[config.mk]
export PLATFORM = sky130hd
export DESIGN_NAME = spi_master_multi
export DESIGN_NICKNAME = d
export VERILOG_FILES = /design/src/rtl/spi_master_multi.sv
export SDC_FILE = /design/constraint.sdc
export NUM_CORES = 1
export LEC_CHECK = 0
export CAP_MARGIN = 30
export CORE_UTILIZATION = 55
export CTS_BUF_LIST = sky130_fd_sc_hd__clkbuf_2 sky130_fd_sc_hd__clkbuf_4 sky130_fd_sc_hd__clkbuf_8
export DETAILED_ROUTE_END_ITERATION = 6
export PLACE_DENSITY = 0.82
export SLEW_MARGIN = 20
export SYNTH_ARGS = -nofsm -noshare
export SYNTH_HDL_FRONTEND = slang
export SYNTH_SLANG_ARGS = --single-unit
[constraint.sdc]
create_clock -name user_clk -period 4.9 [get_ports user_clk]
set_clock_uncertainty 0.05 [all_clocks]
set_input_delay 0.49 -clock user_clk [delete_from_list [all_inputs] [get_ports user_clk]]
set_output_delay 0.49 -clock user_clk [all_outputs]
set_load 0.05 [all_outputs]
[src/rtl/spi_master_multi.sv]
// spi_master_multi: SPI master, mode/cs/len per transfer; `SPI_MASTER_MULTI_LOOPBACK_EN samples mosi instead of miso.
// Latency: o_rd_evt HALF*(2*len+2) cycles after acceptance, o_ready back HALF*(2*len+3) after acceptance.
// Backpressure: o_ready low while busy; requests arriving then are dropped, never queued.
module spi_master_multi #(
  parameter logic [31:0] USER_CLK_RATE   = 32'd100_000_000,
  parameter logic [31:0] SPI_CLK_RATE    = 32'd2_500_000,
  parameter logic        MCS_VALID_LEVEL = 1'b0,
  parameter logic        DATA_ENDIAN     = 1'b1,
  parameter int          MAX_WIDTH       = 32,
  parameter int          NUM_CS          = 4,
  parameter int          CS_W            = 2,
  parameter int          LEN_W           = 6
) (
  input  logic                 user_clk,
  input  logic                 user_rst,
  input  logic                 i_xfer_evt,
  input  logic [CS_W-1:0]      i_cs_sel,
  input  logic [1:0]           i_mode,
  input  logic [LEN_W-1:0]     i_len,
  input  logic [MAX_WIDTH-1:0] i_wr_data,
  output logic                 o_ready,
  output logic                 o_rd_evt,
  output logic [MAX_WIDTH-1:0] o_rd_data,
  output logic [NUM_CS-1:0]    mcs,
  output logic                 sclk,
  output logic                 mosi,
  input  logic                 miso
);

  localparam int HALF = int'(USER_CLK_RATE / (32'd2 * SPI_CLK_RATE));
  localparam int HC_W = (HALF > 1) ? $clog2(HALF) : 1;
  localparam logic [LEN_W:0] HP_ONE = 1;
  localparam logic [NUM_CS-1:0] MCS_IDLE = {NUM_CS{~MCS_VALID_LEVEL}};

  if (HALF < 2) begin : g_half_chk
    $error("spi_master_multi: USER_CLK_RATE/(2*SPI_CLK_RATE) must be >= 2");
  end
  if (CS_W < $clog2(NUM_CS)) begin : g_cs_chk
    $error("spi_master_multi: CS_W too narrow for NUM_CS");
  end
  if (LEN_W < $clog2(MAX_WIDTH + 1) || MAX_WIDTH < 2) begin : g_len_chk
    $error("spi_master_multi: LEN_W/MAX_WIDTH out of range");
  end

  typedef struct packed {
    logic [CS_W-1:0]      cs;
    logic [1:0]           mode;
    logic [LEN_W-1:0]     len;
    logic [MAX_WIDTH-1:0] dat;
  } req_t;

  typedef enum logic [2:0] {IDLE, SETUP, SHIFT, HOLD, GAP} state_t;

  state_t               state, state_nxt;
  req_t                 req;
  logic                 req_ok, accept;
  logic [HC_W-1:0]      hcnt;
  logic                 tick;
  logic [LEN_W:0]       hp, hp_last, edge_idx;
  logic [LEN_W-1:0]     len_q;
  logic [1:0]           mode_q;
  logic [MAX_WIDTH-1:0] tx_sh, tx_init, tx_adv, rx_sh, rx_nxt;
  logic [NUM_CS-1:0]    mcs_sel;
  logic                 toggle, leading, do_sample, do_adv, done, samp;

  function automatic logic head(input logic [MAX_WIDTH-1:0] v);
    return DATA_ENDIAN ? v[MAX_WIDTH-1] : v[0];
  endfunction

`ifdef SPI_MASTER_MULTI_LOOPBACK_EN
  assign samp = mosi;
`else
  assign samp = miso;
`endif

  // Zero length or an absent slave never leaves IDLE, so the bus stays untouched.
  always_comb begin
    req.cs   = i_cs_sel;
    req.mode = i_mode;
    req.len  = (32'(i_len) > MAX_WIDTH) ? LEN_W'(MAX_WIDTH) : i_len;
    req.dat  = i_wr_data;
    req_ok   = (i_len != '0) && (32'(i_cs_sel) < NUM_CS);
    accept   = (state == IDLE) && i_xfer_evt && req_ok;
    for (int i = 0; i < NUM_CS; i++)
      mcs_sel[i] = (32'(req.cs) == i) ? MCS_VALID_LEVEL : ~MCS_VALID_LEVEL;
    tx_init  = DATA_ENDIAN ? (req.dat << (MAX_WIDTH - int'(req.len))) : req.dat;
    tx_adv   = DATA_ENDIAN ? (tx_sh << 1) : (tx_sh >> 1);
    rx_nxt   = DATA_ENDIAN ? {rx_sh[MAX_WIDTH-2:0], samp} : {samp, rx_sh[MAX_WIDTH-1:1]};
  end

  assign tick    = (hcnt == HC_W'(HALF - 1));
  assign hp_last = {len_q, 1'b0} - HP_ONE;

  always_ff @(posedge user_clk) begin
    if (user_rst) state <= IDLE;
    else          state <= state_nxt;
  end

  always_comb begin
    state_nxt = state;
    case (state)
      IDLE:    if (accept) state_nxt = SETUP;
      SETUP:   if (tick) state_nxt = SHIFT;
      SHIFT:   if (tick && hp == hp_last) state_nxt = HOLD;
      HOLD:    if (tick) state_nxt = GAP;
      GAP:     if (tick) state_nxt = IDLE;
      default: state_nxt = IDLE;
    endcase
  end

  // Edge h starts half-period h: even h is a leading edge, odd h a trailing edge.
  always_comb begin
    o_ready   = (state == IDLE);
    toggle    = tick && ((state == SETUP) || (state == SHIFT && hp != hp_last));
    edge_idx  = (state == SETUP) ? '0 : hp + HP_ONE;
    leading   = ~edge_idx[0];
    do_sample = toggle && (mode_q[0] ? ~leading : leading);
    do_adv    = toggle && (mode_q[0] ? (leading && edge_idx != '0)
                                     : (~leading && edge_idx != hp_last));
    done      = (state == HOLD) && tick;
  end

  always_ff @(posedge user_clk) begin
    if (user_rst) begin
      hcnt      <= '0;
      hp        <= '0;
      len_q     <= '0;
      mode_q    <= 2'b00;
      tx_sh     <= '0;
      rx_sh     <= '0;
      sclk      <= 1'b0;
      mosi      <= 1'b0;
      mcs       <= MCS_IDLE;
      o_rd_evt  <= 1'b0;
      o_rd_data <= '0;
    end else begin
      o_rd_evt <= 1'b0;
      hcnt     <= (state == IDLE || tick) ? '0 : hcnt + HC_W'(1);
      if (accept) begin
        mode_q <= req.mode;
        len_q  <= req.len;
        tx_sh  <= tx_init;
        mosi   <= head(tx_init);
        sclk   <= req.mode[1];
        mcs    <= mcs_sel;
        rx_sh  <= '0;
        hp     <= '0;
      end
      if (state == SHIFT && tick) hp <= hp + HP_ONE;
      if (toggle) sclk <= ~sclk;
      if (do_adv) begin
        tx_sh <= tx_adv;
        mosi  <= head(tx_adv);
      end
      if (do_sample) rx_sh <= rx_nxt;
      // LSB-first frames fill from the top, so realign to bit 0 on completion.
      if (done) begin
        mcs       <= MCS_IDLE;
        o_rd_evt  <= 1'b1;
        o_rd_data <= DATA_ENDIAN ? rx_sh : (rx_sh >> (MAX_WIDTH - int'(len_q)));
      end
    end
  end

endmodule
==> impl_results.md, run 1 <==
* Pre-CTS WS at 1.10 ns
* Worst Path Buf+Inv at 2
* Worst Setup Path Type: primary input to register
* Max-Cap Viols at 0
* Dpl hpwl at 12200 um
* Yosys warnings at 0
* Top-count cell post-synth: nand2_1
* Wire per inst at 15.4 um
* Max Freq at 293 MHz
* TritonCTS buffer count at 17
* Seq/Total Area, Yosys at 34.4%
* CTS resizes at 0
* RSZ-0062 raised after global routing: false
* Setup crit end kind: register
* Via count at 6856
* Clock buffer depth at 2
* Hold Fails Final Rpt at 0
* CP delay by family, top: compound AO/OA/AOI/OAI gates
* Initial antenna violation count at 0
* Vias in the first global route at 6060
* Mux share of post-synthesis cell area at 11.4%
* Die area at 13600 sq um
* Avg Cell Area, Syn at 7.79 sq um
* Initial Utilization at 56.7%
* First-pass GRT wire length at 29000 um
* Hold buffer count at cts at 0
* CTS clock-pin slew for the worst setup and hold paths at 0.07 ns
* Tmin final at 3.42 ns
* Leak at 2.93 nW
* Layout cells sized above 1 at 9.51%
* Routed wire length at 17700 um
* # Post-CTS Setup Buffers at 0
* Adder-cell area share of the yosys netlist at 0.694%
* Clk_lat worst skew at 0.44 ns
* Routed Antenna Nets at 0
* Top post-synthesis cells by count: nand2_1 (167), dfxtp_1 (124), a21oi_1 (95)
* Top FF cell, synth: dfxtp_1
* Largest net degree at the start of global routing at 86
* Post-synth ARST share at 0%
* Post-synthesis cell area at 7210 sq um
* Die width at 117 um
* Total GRT Usage at 27.2%
* Gpl congestion at 0.948
* Htree depth at 4
* Post-Route Setup TNS at 0 ns
* CP Cell Sequence: clkdlybuf4s50_1 -> nand2b_1 -> ha_1 -> and2_1 -> buf_4 -> a2bb2oi_1 -> and2_1 -> o32ai_1 -> o21ai_0 -> o22ai_1 -> a22oi_1 -> a21oi_1
* Actual slew at the worst max-slew pin at 0.868 ns
* I/O pin count at 86
* Simple-gate share of the synthesized area at 23.3%
* DR iter-0 viols at 717
* Rows at 41
* Cell Pwr Density at 290 nW/um^2
* Area grow syn2layout at 16.9%
* CP arrival at 3.74 ns
* Max VDD drop at 0.000199 V
* Xor and xnor area share after synthesis at 3.57%
* TritonCTS clock tree: yes
* Most Frequent Cell on Critical Path: and2_1
* Synth top area cells: dfxtp_1 (34%), nand2_1 (8.7%), mux2i_1 (8.2%), a21oi_1 (6.6%), nand3_1 (5.0%)
* Area fraction of the dominant cell type after synthesis at 34.4%
* Die height at 117 um
* Post-synth cell types at 65
* Relative max-transition margin at 42.1%
* Drt first pass iters at 5
* Root buffer cell: clkbuf_8
* Outcome: completed
* Routed vias/inst at 5.96
* Synthesized flop and latch total at 124
* Remaining Overflow, GRT at 0
* Max Slew Vio Count at 0
* PortBufs at 85
* Core Area at 12700 sq um
* Combinational family with the most area after synthesis: simple AND/OR/NAND/NOR gates
* DRC violations left at 0
* Largest stage delay on the critical path at 0.52 ns
* Final period utilization at 69.8%
* Critical path fanouts, max at 19
* Synth area leader: dfxtp_1
* Synth Area in Compound Gates at 21.1%
* Fin nets at 1015
* Fin worst setup slack at 1.48 ns
* Ant. Diodes at 0
* Clk sink count at 124
* Slowest cell on the critical path: o32ai_1
* Required time worst endpoint at 5.22 ns
* Startpoint types: primary input
* Worst min path class: primary input to register
* Mapped Nets at 976
* Post-Synthesis Cells at 926
* # setup viols final at 0
* Post-synth EDFFs at 0
* FILL cells at 1159
==> kinds of logic after synthesis <==
kind of cell,after synthesis
AND/OR/NAND/NOR,373
multiplexers,75
XOR/XNOR,27
flip-flops,124
AO/OA/AOI/OAI,236
adder cells (fa/ha/maj),4
buffers and inverters,87
==> cell type report <==
class,instances,area [sq um],area share (%)
Inverter,4,15.0,0.178
Clock buffer,18,248,2.94
Clock inverter,14,148,1.75
Multi-Input combinational cell,715,4350,51.6
Timing Repair Buffer,103,973,11.6
Sequential cell,124,2480,29.5
Tap cell,172,215,2.55
==> flip-flops by register name, summed over array words and instances, names as in the netlist <==
signal	count
mode_q	1
hp	7
mosi	1
sclk	1
tx_sh	31
rx_sh	32
hcnt	5
o_rd_evt	1
state	3
mcs	4
o_rd_data	32
len_q	6
==> cell usage in the layout, fill, tap and decap left out, types with 12 or more instances in the layout <==
master	count
nand3_1	72
a21oi_1	94
xnor2_1	16
o2bb2ai_1	16
dfxtp_1	124
clkbuf_8	18
o21ai_0	34
o211ai_1	13
buf_4	19
a31oi_1	17
nor3_1	21
a22oi_1	12
clkdlybuf4s50_1	82
nand2_1	167
mux2i_1	59
nor2_1	70
==> power breakdown <==
part           internal [mW]  switching [mW]  total [mW]
Clock                  0.463           0.415       0.878
Combinational          0.212           0.306       0.517
Sequential              1.03          0.0167        1.05
Total                   1.71           0.737        2.44
==> final timing paths <==
kind,from,endpoint,slack [ns],depth (start not counted)
min reg2reg,rx_sh[31],o_rd_data[31],0.40,2
max,i_len[1],tx_sh[21],1.48,12
max reg2reg,hp[0],tx_sh[7],1.59,10
min,i_len[5],len_q[5],0.35,3
==> metrics by stage <==
stage	util [%]	power, mW	std cells	instance area (sq um)	hold slack [ns]
after floorplan	-	1.44	926	7210	0.368
after global placement	63.1	1.57	1118	8030	0.383
after detailed placement	63.1	1.58	1118	8030	0.394
after CTS	66.2	2.45	1150	8430	0.326
after global routing	66.2	2.55	1150	8430	0.354
final	66.2	2.44	1150	8430	0.352
==> layer usage <==
metal	share of wire (%)	track usage, %	vias up
li1	-	-	3390
met1	44	35.5	3201
met2	49	44.9	237
met3	5.2	5.40	28
met4	1.5	8.80	0
met5	0	0	-
==> worst register-to-register path, stage by stage, from the launching register on <==
cell and delay, ns:
dfxtp_1 0.48, ha_1 0.45, nor2_1 0.09, nor4_2 0.30, xnor2_1 0.10, nor4_1 0.31
o32ai_1 0.18, o21bai_2 0.66, buf_4 0.30, o21ai_0 0.08, a211oi_1 0.22
(Power assumes the default switching activity.)
==> run 2, diff against run 1 <==
--- a/config.mk
+++ b/config.mk
@@ -6,7 +6,7 @@
 export NUM_CORES = 1
 export LEC_CHECK = 0
 export CAP_MARGIN = 30
-export CORE_UTILIZATION = 55
+export CORE_UTILIZATION = 53
 export CTS_BUF_LIST = sky130_fd_sc_hd__clkbuf_2 sky130_fd_sc_hd__clkbuf_4 sky130_fd_sc_hd__clkbuf_8
 export DETAILED_ROUTE_END_ITERATION = 6
 export PLACE_DENSITY = 0.82
==> constraint.sdc (replaced) <==
create_clock -name user_clk -period 3.1 [get_ports user_clk]
set_clock_uncertainty 0.05 [all_clocks]
set_input_delay 0.31 -clock user_clk [delete_from_list [all_inputs] [get_ports user_clk]]
set_output_delay 0.31 -clock user_clk [all_outputs]
set_load 0.05 [all_outputs]
==> run 2 against run 1 <==
Compared with the run above:
- routed wire length grew 6.4%
- combinational power grew 73%
- design area rose by 5.5%
- largest power group is now clock
- highest routed layer unchanged
==> impl_results.md, run 2 (synthesized netlist as in run 1, its figures left out) <==
* Worst Setup Path Type: register to register
* Leak at 3.19 nW (+8.8%)
* Wire per inst at 15.9 um (+3.0%)
* Non-filler cells, final at 1188 (+3.3%)
* Outcome: completed
* Hold depth at 4 (+1)
* Dpl cells at 1153 (+3.1%)
* Fin nets at 1051 (+3.5%)
* P_sw at 1.16 mW (+58%)
* Via count at 6989 (+1.9%)
* Max VDD drop at 0.000299 V (+50%)
* # setup viols final at 0 (unchanged)
* Reg2reg setup slack at 0.14 ns (-1.45 ns)
* Clock buffer depth at 2 (unchanged)
* Die area at 14100 sq um (+3.7%)
* Power, Total at 4.25 mW (+74%)
* Gpl congestion at 0.966 (+1.9%)
* TritonCTS buffer count at 17 (unchanged)
* Rows at 42 (+2.4%)
* Drt first pass iters at 5 (unchanged)
* Startpoint types: register
* Register-to-Register Path Depth at 10 (unchanged)
* Combinational power share at 21.0% (-0.2 points)
* Internal power at 3.08 mW (+80%)
* Largest net degree at the start of global routing at 69 (-20%)
* Max-Cap Viols at 0 (unchanged)
* Die height at 119 um (+1.8%)
* Worst min path class: primary input to register
* Routed vias/inst at 5.88 (-1.3%)
* Required time worst endpoint at 3.33 ns (-1.89 ns)
* Dpl hpwl at 12900 um (+5.2%)
* Max Freq at 338 MHz
* Pre-CTS WS at -0.0326 ns (-1.14 ns)
* I/O pin count at 86 (unchanged)
* Core Area at 13200 sq um (+4.1%)
* Most frequent cells in the layout: nand2_1 (167), dfxtp_1 (124), a21oi_1 (94), clkdlybuf4s50_1 (82), nand3_1 (72)
* Max Slew Vio Count at 0 (unchanged)
* Root buffer cell: clkbuf_8
* Routed wire length at 18900 um (+6.4%)
* Vias in the first global route at 6476 (+6.9%)
* Initial antenna violation count at 0 (unchanged)
* CP arrival at 3.19 ns (-0.55 ns)
* First-pass GRT wire length at 30600 um (+5.3%)
* DRC violations left at 0 (unchanged)
* Actual slew at the worst max-slew pin at 0.733 ns (-0.135 ns)
* CTS clock-pin slew for the worst setup and hold paths at 0.07 ns (about the same)
* PortBufs at 85 (unchanged)
* Largest registers: o_rd_data: 32 flops, rx_sh: 32 flops, tx_sh: 31 flops
* Relative max-transition margin at 50.7% (+8.6 points)
* Seq pwr share at 39.1% (-3.8 points)
* Area grow syn2layout at 23.3%
* Htree depth at 4 (unchanged)
* Routed Antenna Nets at 0 (unchanged)
* Initial Utilization at 54.5% (-2.2 points)
* Final period utilization at 95.4%
* Reg-to-Reg End: tx_sh[10]
* Hold EP: len_q[0]
* Die width at 119 um (+1.8%)
* Hold Fails Final Rpt at 0 (unchanged)
* Clock Power Share at 39.9% (+4.0 points)
* Cell Pwr Density at 478 nW/um^2 (+65%)
* Tmin final at 2.96 ns
* Clk_lat worst skew at 0.43 ns (about the same)
* Hold Startpoint: i_len[5]
* Critical path fanouts, max at 11 (-8)
* Remaining Overflow, GRT at 0 (unchanged)
* Reg-to-Reg Start: hp[1]
* Setup crit end kind: register
* Total GRT Usage at 26.4% (-0.74 points)
* Fin worst setup slack at 0.144 ns (-1.34 ns)
* Sw frac at 27.4% (-2.7 points)
* Layout cells sized above 1 at 12.9% (+3.4 points)
* RSZ-0062 raised after global routing: false
* DR iter-0 viols at 879 (+23%)
* Ant. Diodes at 0 (unchanged)
* Post-layout util at 67.1% (+0.89 points)
* TritonCTS clock tree: yes
* Commonest non-fill, non-tap cell in the layout: nand2_1
* Clk sink count at 124 (unchanged)
## run 2: cell type report
type	instances	area (sq um)
inverters	4	15.0
clock buffers	19	255
fillers	1109	4350
clock inverters	11	216
well taps	176	220
flip-flops and latches	124	2480
multi-input cells	716	4390
repair buffers	138	1310
## run 2: metal layers
| metal | share of wire, % | vias up | global-route usage, % |
|---|---|---|---|
| met5 | 0 | - | 0 |
| met2 | 49 | 201 | 45.0 |
| met4 | 1.9 | 0 | 8.47 |
| li1 | - | 3451 | - |
| met1 | 44 | 3307 | 33.0 |
| met3 | 4.3 | 30 | 5.84 |
## run 2: what timing repair did
action	in CTS	in global routing
setup endpoints to repair	0	25
hold buffers	0	0
gates resized for setup	0	5
setup buffers	0	4
## run 2: power groups by stage
stage | Combinational, mW | Sequential [mW] | Clock, mW
after global placement | 0.859 | 1.69 | 0
after CTS | 0.871 | 1.66 | 1.71
after global routing | 0.957 | 1.66 | 1.80
after floorplan | 0.571 | 1.70 | 0
after detailed placement | 0.867 | 1.69 | 0
final | 0.893 | 1.66 | 1.69
## run 2: per-stage QoR
stage / hold slack [ns] / setup TNS [ns] / cell area (sq um)
final: 0.300 / 0 / 8890
after global routing: 0.303 / 0 / 8890
after CTS: 0.301 / 0 / 8820
after detailed placement: 0.397 / -0.0523 / 8350
after global placement: 0.380 / -0.0425 / 8350
after floorplan: 0.368 / -0.0754 / 7220
## run 2: how the worst max path moves through the flow
stage,from,to,slack (ns)
floorplan,i_len[5],tx_sh[27],-0.08
global placement,i_len[1],tx_sh[26],-0.03
detailed placement,i_len[1],tx_sh[26],-0.03
CTS,hp[1],tx_sh[13],0.1
global route,hp[1],tx_sh[13],0.02
finish,hp[1],tx_sh[10],0.14
## run 2: worst max-delay path, cell delays in order, from the launching register on
cell      delay [ns]
dfxtp_1         0.42
ha_2            0.33
nor2_1          0.07
nor4_2          0.36
xnor2_1         0.14
nor4_1          0.38
o32ai_2         0.24
o21bai_4        0.34
buf_4           0.18
mux2i_1         0.18
o22ai_1         0.10
==> run 3, diff against run 2 <==
--- a/config.mk
+++ b/config.mk
@@ -5,10 +5,12 @@
 export SDC_FILE = /design/constraint.sdc
 export NUM_CORES = 1
 export LEC_CHECK = 0
-export CAP_MARGIN = 30
+export CAP_MARGIN = 0
+export CORE_MARGIN = 2
 export CORE_UTILIZATION = 53
 export CTS_BUF_LIST = sky130_fd_sc_hd__clkbuf_2 sky130_fd_sc_hd__clkbuf_4 sky130_fd_sc_hd__clkbuf_8
 export DETAILED_ROUTE_END_ITERATION = 6
+export HOLD_SLACK_MARGIN = 0.15
 export PLACE_DENSITY = 0.82
 export SLEW_MARGIN = 20
 export SYNTH_ARGS = -nofsm -noshare
==> run 3 against run 2 <==
Compared with the run above:
- count of clock-buffer cells in the layout unchanged
- clock power down 16%
- combinational power down 1%
- sequential power about the same
- first-iteration DRC count down 4.4%
- critical path depth up 2
- non-clock buffer count down 6
- utilization down 0.99 points
- global-route usage down 0.77 points
- worst hold slack better by 0.00088 ns
- critical endpoint is now rx_sh[11]
- largest cell class unchanged
==> impl_results.md, run 3 (synthesized netlist as in run 1, its figures left out) <==
* Initial Utilization at 54.5% (unchanged)
* Commonest non-fill, non-tap cell in the layout: nand2_1
* Power, Total at 3.97 mW (-6.6%)
* Area grow syn2layout at 21.5%
* Routed wire length at 18600 um (-1.2%)
* Max Freq at 352 MHz (+4.1%)
* Die area at 14600 sq um (+3.4%)
* Placed cell areas at 8350 sq um (about the same)
* Die height at 121 um (+1.7%)
* First-pass GRT wire length at 30600 um (+0.23%)
* Via count at 7002 (+0.19%)
* Routed Antenna Nets at 0 (unchanged)
* Layout cells sized above 1 at 12.3% (-0.63 points)
* Setup crit end kind: register
* Worst Path Buf+Inv at 3 (+2)
* Critical path fanouts, max at 32 (+21)
* CTS clock-pin slew for the worst setup and hold paths at 0.08 ns (about the same)
* Ant. Diodes at 0 (unchanged)
* Vias in the first global route at 6445 (-0.48%)
* RSZ-0062 raised after global routing: false
* Slowest cell on the critical path: dfxtp_1
* Max Slew Vio Count at 0 (unchanged)
* Fin nets at 1044 (-0.67%)
* Largest stage delay on the critical path at 0.43 ns (about the same)
* GR Layer Usage met2 at 44.7% (-0.32 points)
* Rows at 42 (unchanged)
* Dpl hpwl at 13100 um (+1.9%)
* Core Area at 13200 sq um (unchanged)
* DRC violations left at 0 (unchanged)
* Startpoint types: register
* Clock buffer depth at 2 (unchanged)
* Layout Cell Area excl Fill at 8760 sq um (-1.5%)
* Worst Setup Path Type: register to register
* Non-filler cells, final at 1183 (-0.42%)
* TritonCTS clock tree: yes
* Hold Fails Final Rpt at 0 (unchanged)
* Met1 Resource Use GR at 32.3% (-0.74 points)
* I/O pin count at 86 (unchanged)
* Met3 Use GR at 4.29% (-1.5 points)
* Actual slew at the worst max-slew pin at 0.808 ns (+0.0744 ns)
* Die width at 121 um (+1.7%)
* Remaining Overflow, GRT at 0 (unchanged)
* CP delay by family, top: simple AND/OR/NAND/NOR gates
* Drt first pass iters at 6 (+1)
* # Post-CTS Setup Buffers at 0 (unchanged)
* Dpl cells at 1151 (-0.17%)
* Worst min path class: primary input to register
* Root buffer cell: clkbuf_8
* GR peak layer: met2
* Final period utilization at 91.6% (-3.8 points)
* Clk sink count at 124 (unchanged)
* DR iter-0 viols at 840 (-4.4%)
* Initial antenna violation count at 0 (unchanged)
* Relative max-transition margin at 45.7% (-5.0 points)
* Most frequent cells in the layout: nand2_1 (167), dfxtp_1 (124), a21oi_1 (94), clkdlybuf4s50_1 (82), nand3_1 (72)
* PortBufs at 85 (unchanged)
* Gpl congestion at 0.938 (-2.9%)
* Tmin final at 2.84 ns (-0.118 ns)
* Clk_lat worst skew at 0.43 ns (about the same)
* Max-Cap Viols at 0 (unchanged)
* Wire per inst at 15.8 um (-0.75%)
* Max VDD drop at 0.000290 V (-3.0%)
* Post-layout util at 66.1% (-0.99 points)
* CP Cell Sequence: inv_1 -> ha_1 -> nor3b_1 -> xnor2_1 -> xor2_1 -> nand4_1 -> a22oi_1 -> buf_4 -> or2_2 -> buf_12 -> nand3_1 -> a21oi_1
* Cell Pwr Density at 453 nW/um^2 (-5.2%)
* Required time worst endpoint at 3.40 ns (+0.07 ns)
* TritonCTS buffer count at 17 (unchanged)
* Outcome: completed
* Total GRT Usage at 25.7% (-0.77 points)
* Hold buffer count at cts at 0 (unchanged)
* Leak at 3.11 nW (-2.3%)
* # setup viols final at 0 (unchanged)
* Htree depth at 4 (unchanged)
* Routed vias/inst at 5.92 (+0.61%)
* Largest registers: o_rd_data: 32 flops, rx_sh: 32 flops, tx_sh: 31 flops
* CP arrival at 3.14 ns (-0.05 ns)
* Largest net degree at the start of global routing at 64 (-7.2%)
## run 3: cell types whose count changed in the layout (fill, tap and decap cells not counted), sizes merged
cell	delta
inv	+1
bufinv	-4
o21ba	-1
clkinv	+2
clkinvlp	+3
buf	-6
## run 3: final timing paths
check        cells past startpoint  slack, ns        end      from
max                             12       0.26  rx_sh[11]  len_q[0]
min                              4       0.30   len_q[0]  i_len[5]
max reg2reg                     12       0.26  rx_sh[11]  len_q[0]
min reg2reg                      1       0.40    hcnt[0]   hcnt[0]
## run 3: through the flow
step | setup slack, ns | hold WS, ns | TNS, ns
6_report | 0.261 | 0.301 | 0
5_1_grt | 0.0208 | 0.323 | 0
4_1_cts | 0.109 | 0.289 | 0
3_5_place_dp | 0.0417 | 0.394 | 0
3_3_place_gp | 0.103 | 0.381 | 0
2_1_floorplan | -0.0754 | 0.368 | -0.0754
## run 3: tightest hold or removal path: cells and delay by family
family        cells  cell delay [ns]
buf+inv           1             0.09
mux               1             0.16
simple gates      2             0.17
## run 3: routing by layer
metal	up-vias	routed length (um)
li1	3436	-
met1	3315	8010
met2	218	9360
met3	33	968
met4	0	307
met5	-	0
## run 3: where the power goes
part | total (mW) | internal [mW] | switching [mW]
clock network | 1.42 | 0.760 | 0.663
registers | 1.66 | 1.63 | 0.0268
logic | 0.883 | 0.388 | 0.495
## run 3: final cells by class
cell class	instances	area [sq um]
Timing Repair Buffer	132	1280
Multi-Input combinational cell	715	4360
Fill cell	1124	4480
Tap cell	176	220
Sequential cell	124	2480
Clock inverter	13	141
Inverter	4	15.0
Clock buffer	19	262
## run 3: repair_timing
action	CTS	global route
hold endpoints to repair	0	0
setup endpoints to repair	0	14
resized for setup	0	2
==> variant 1: new RTL, flow settings as in run 2 <==
`DATA_ENDIAN`: 1'b1 -> 1'b0.
--- a/src/rtl/spi_master_multi.sv
+++ b/src/rtl/spi_master_multi.sv
@@ -7,3 +7,3 @@
   parameter logic        MCS_VALID_LEVEL = 1'b0,
-  parameter logic        DATA_ENDIAN     = 1'b1,
+  parameter logic        DATA_ENDIAN     = 1'b0,
   parameter int          MAX_WIDTH       = 32,
Function: changed (Yosys sat finds a counterexample within 4 cycles, from zero or initial values and one cycle with user_rst high).
==> variant 1 against run 2 <==
- sequential cell count did not move
- die area grew 1.1%
- setup slack gained 9.7 ps
- cell area decreased by 1.3%
- power down 15%
- synthesized area rose by 1.1%
- routed wire length is 6.8% lower
- clock power is 14% lower
- final cell count fell by 6.4%
- highest routed layer unchanged
==> variant 1: results <==
metrics = {
    "detailed_routing": {
        "num_vias": 6540,
        "wl_per_cell_um": 15.8,
        "firstDrtPassIters": 7,
        "drt_iter0_drc": 496,
    },
    "global_routing": {
        "grt_use_met1_pct": 35.3,
        "met3_usage_pct": 5.32,
        "antenna_found_initial": 0,
        "grt_max_degree": 65,
        "grt_pass1_vias": 6042,
        "gr-usage-met2_pct": 40.6,
        "grt_usage_pct": 25.9,
        "grt_pass1_wl_mm": 29.6,
    },
    "synthesis": {
        "ys_async_sr_fraction_pct": 0,
        "netlist_top_cells_area": "dfxtp_1, nand2_1, mux4_2, a21oi_1, mux2_2",
        "yosysWarnings": 0,
        "synth_ff_type": "dfxtp_1",
        "ys_types": 64,
        "synth_common_cells": "nand2_1, dfxtp_1, a21oi_1, clkbuf_1, nand3b_1",
        "syn-num-nets": 912,
        "yosysSeqAreaShare_pct": 34.0,
    },
    "timing": {
        "tightest_slew_ps": 691,
        "hold_viol": 0,
        "setup_viol": 0,
    },
    "cts": {
        "cts.clk_slew.worst_paths_ps": 80,
        "ctsHoldBuffers": 0,
        "htree_levels": 4,
        "insertion_delay_ps": 460,
        "clock_path_buffers": 2,
        "postCtsSetupRepairBufs": 0,
        "cts_made_buffers": 17,
    },
    "place": {
        "dpl.hpwl_mm": 11.9,
        "place_congestion": 0.878,
        "dpl_cell_area_sq_um": 8370,
    },
    "worst_setup_path": {
        "worstReg2RegStart": "len_q[0]",
        "crit_type": "register to register",
        "arrival_ps": 3240,
        "cp_max_fo": 32,
        "slowest_stage": "a311oi_4",
        "cp_slowest_stage_delay_ps": 380,
    },
    "power": {
        "p_leak_uw": 0.00304,
        "ir_drop_uv": 301,
    },
    "finish": {
        "diodes": 0,
        "final_nets": 972,
        "layout-drive-gt1-share_pct": 15.6,
        "top_regs": "o_rd_data (32), rx_sh (32), tx_sh (32)",
    },
    "status": {
        "run_status": "finished, final reports clean",
    },
    "min_path": {
        "hold_start": "user_rst",
    },
}
[variant 1: cell types whose count changed after synthesis, moves of 15 or more]
cell              run 2  this run
nand3_1              72        18
a22o_1                0        20
mux2i_1              59        21
mux4_2                4        28
a31oi_1              17         2
nor2_1               71        36
nand3b_1              4        41
nor3_1               21         6
mux2_2               11        32
o2bb2ai_1            16         0
nor2b_1               3        32
buf_2                25         9
[variant 1: layout make-up]
cell class | count | area (sq um)
Clock inverter | 13 | 141
Inverter | 7 | 26.3
Sequential cell | 124 | 2480
Multi-Input combinational cell | 657 | 4530
Timing Repair Buffer | 116 | 1120
Clock buffer | 19 | 262
Tap cell | 176 | 220
Fill cell | 1086 | 4570
[variant 1: power breakdown]
group	switching [uW]	internal, uW
registers	22.0	1630
clock network	698	759
logic	289	222
[variant 1: cell families (layout without fill, tap and decap cells)]
family | Yosys count | in the layout | synth area share [%]
AND/OR/NAND/NOR | 344 | 344 | 23.3
adder cells (fa/ha/maj) | 3 | 3 | 0.515
AO/OA/AOI/OAI | 198 | 198 | 16.5
multiplexers | 84 | 84 | 16.9
flip-flops | 124 | 124 | 34.0
XOR/XNOR | 28 | 28 | 3.96
buffers and inverters | 82 | 155 | 4.73
[variant 1: final timing paths]
path / to / slack, ps / cells after the start
min reg2reg: o_rd_data[21] / 400 / 2
max: tx_sh[24] / 150 / 10
max reg2reg: tx_sh[24] / 150 / 10
min: hp[6] / 320 / 2
[variant 1: routing by layer]
layer | wire length (um) | vias to the layer above
li1 | - | 3186
met1 | 8000 | 3071
met2 | 8060 | 256
met3 | 1220 | 27
met4 | 302 | 0
met5 | 0 | -
[variant 1: critical path, delay by kind of cell (launching register included)]
| kind | cells | cell delay [ps] |
|---|---|---|
| mux | 1 | 360 |
| buf+inv | 2 | 400 |
| flops | 1 | 350 |
| xor+xnor | 1 | 350 |
| compound gates | 2 | 540 |
| simple gates | 3 | 520 |
| fa+ha+maj | 1 | 250 |
[variant 1: per-stage QoR]
stage	std cells	total power, uW	setup slack [ps]	utilization, %
floorplan	863	2020	213	-
global placement	1080	2180	285	62.7
detailed placement	1080	2190	230	62.7
CTS	1112	3630	164	65.7
global route	1112	3750	2.04	65.8
finish	1112	3620	153	65.8
==> variant 2: new RTL, config.mk and constraints of run 2 <==
Made on the original files. Make the reset (`user_rst`) asynchronous in 2 clocked blocks.
--- a/src/rtl/spi_master_multi.sv
+++ b/src/rtl/spi_master_multi.sv
@@ -93,3 +93,3 @@
 
-  always_ff @(posedge user_clk) begin
+  always_ff @(posedge user_clk or posedge user_rst) begin
     if (user_rst) state <= IDLE;
@@ -122,3 +122,3 @@
 
-  always_ff @(posedge user_clk) begin
+  always_ff @(posedge user_clk or posedge user_rst) begin
     if (user_rst) begin
Behaviour: differs if user_rst is asserted again (counterexample within 4 cycles, from zero or initial values and one cycle with user_rst high); with user_rst held inactive, the same outputs for 10 cycles.
==> variant 2 against run 2 <==
- synthesized area rose by 9.2%
- setup slack worse by 40 ps
- routed wire length grew 5.6%
- sequential cell count stayed put
- cell area rose by 8.7%
- count of clock-buffer cells in the layout rose by 2
- highest routed layer unchanged
Power is not compared: it rests on default switching activity, and its combinational part moved more than twofold at a synthesized area within 25%.
==> variant 2: results <==
metrics = {
    "worst_setup_path": {
        "slowest_stage": "clkdlybuf4s50_1",
        "cp_slowest_stage_delay_ps": 480,
        "cp_max_fo": 8,
        "critPathTopFamily": "buffers and inverters",
        "r2r_setup_slack_ps": 240,
    },
    "timing": {
        "period_minus_slack_ps": 3000,
        "tightest_slew_ps": 561,
    },
    "global_routing": {
        "grt_max_degree": 88,
        "grt_pass1_vias": 6751,
        "grt_usage_pct": 27.9,
        "grt_pass1_wl_mm": 32.9,
        "antenna_found_initial": 0,
    },
    "place": {
        "dp.cells": 1121,
        "place_congestion": 0.950,
        "dpl_worst_slack_ps": -367,
        "dpl.hpwl_mm": 14.6,
        "portBuffers": 85,
    },
    "synthesis": {
        "netlist_top_cells_area": "dfrtp_1, mux2i_1, nand2_1, o21ai_0, mux4_2",
        "ys_async_sr_fraction_pct": 100,
        "syn-num-nets": 896,
        "syn_inst": 846,
        "ys_types": 80,
        "synth_ff_type": "dfrtp_1",
        "synth_common_cells": "nand2_1, dfrtp_1, mux2i_1, o21ai_0, nor2_1",
        "yosysSeqAreaShare_pct": 39.5,
    },
    "min_path": {
        "hp-class": "primary input to asynchronous set/reset pin",
    },
    "status": {
        "run_status": "finished, final reports clean",
    },
    "finish": {
        "layout-drive-gt1-share_pct": 15.8,
        "final_nets": 1006,
        "final_cells": 1152,
        "fillCellCount": 1105,
        "top_regs": "o_rd_data (32), rx_sh (32), tx_sh (31)",
    },
    "cts": {
        "cts_root_buf": "clkbuf_8",
        "cts.clk_slew.worst_paths_ps": 70,
    },
    "detailed_routing": {
        "drt_iter0_drc": 650,
        "wl_per_cell_um": 17.3,
        "via_per_inst": 6.05,
        "drc": 0,
    },
    "power": {
        "pwr-share-seq_pct": 39.2,
    },
}
## variant 2: cell types whose count changed in the layout (fill, tap and decap cells not counted), moves of 19 or more
cell     delta
a221o_1    +19
dfxtp_1   -124
inv_1      +38
o21ai_0    +32
nor2_1     -20
a21oi_1    -73
nand2_1    -34
nand3_1    -38
buf_4      +19
dfrtp_1   +120
mux2i_1    +28
## variant 2: final timing paths
kind                               start       endpoint
setup / recovery                i_len[5]      tx_sh[12]
min in group user_clk          i_mode[0]      mode_q[0]
max in group asynchronous       user_rst         mcs[3]
hold reg to reg            o_rd_data[17]  o_rd_data[17]
hold / removal                  user_rst  o_rd_data[31]
setup reg to reg                len_q[1]      tx_sh[16]
## variant 2: cell families after synthesis
logic type,synth area share (%)
flip-flops,39.5
multiplexers,15.6
AO/OA/AOI/OAI,18.0
XOR/XNOR,3.00
buffers and inverters,6.63
adder cells (fa/ha/maj),0.636
AND/OR/NAND/NOR,16.7
## variant 2: metal layers
| layer | global-route usage [%] | up-vias | part of all wire (%) |
|---|---|---|---|
| met5 | 0 | - | 0 |
| met4 | 12.1 | 0 | 3.4 |
| met3 | 5.59 | 61 | 5.5 |
| met2 | 45.7 | 266 | 49 |
| met1 | 35.8 | 3384 | 42 |
| li1 | - | 3264 | - |
## variant 2: stage by stage
step / hold slack (ps) / area (sq um)
after detailed placement: 419 / 9270
after global routing: 177 / 9660
after global placement: 401 / 9270
after CTS: 155 / 9650
after floorplan: 365 / 7880
final: 161 / 9660
## variant 2: area by class of cell
type                            count  area (sq um)  area share [%]
Multi-Input combinational cell    611          4260            44.1
Tap cell                          184           230            2.38
Clock buffer                       21           270            2.80
Sequential cell                   124          3110            32.2
Timing Repair Buffer              160          1510            15.7
Clock inverter                     10           116            1.20
Inverter                           42           161            1.67
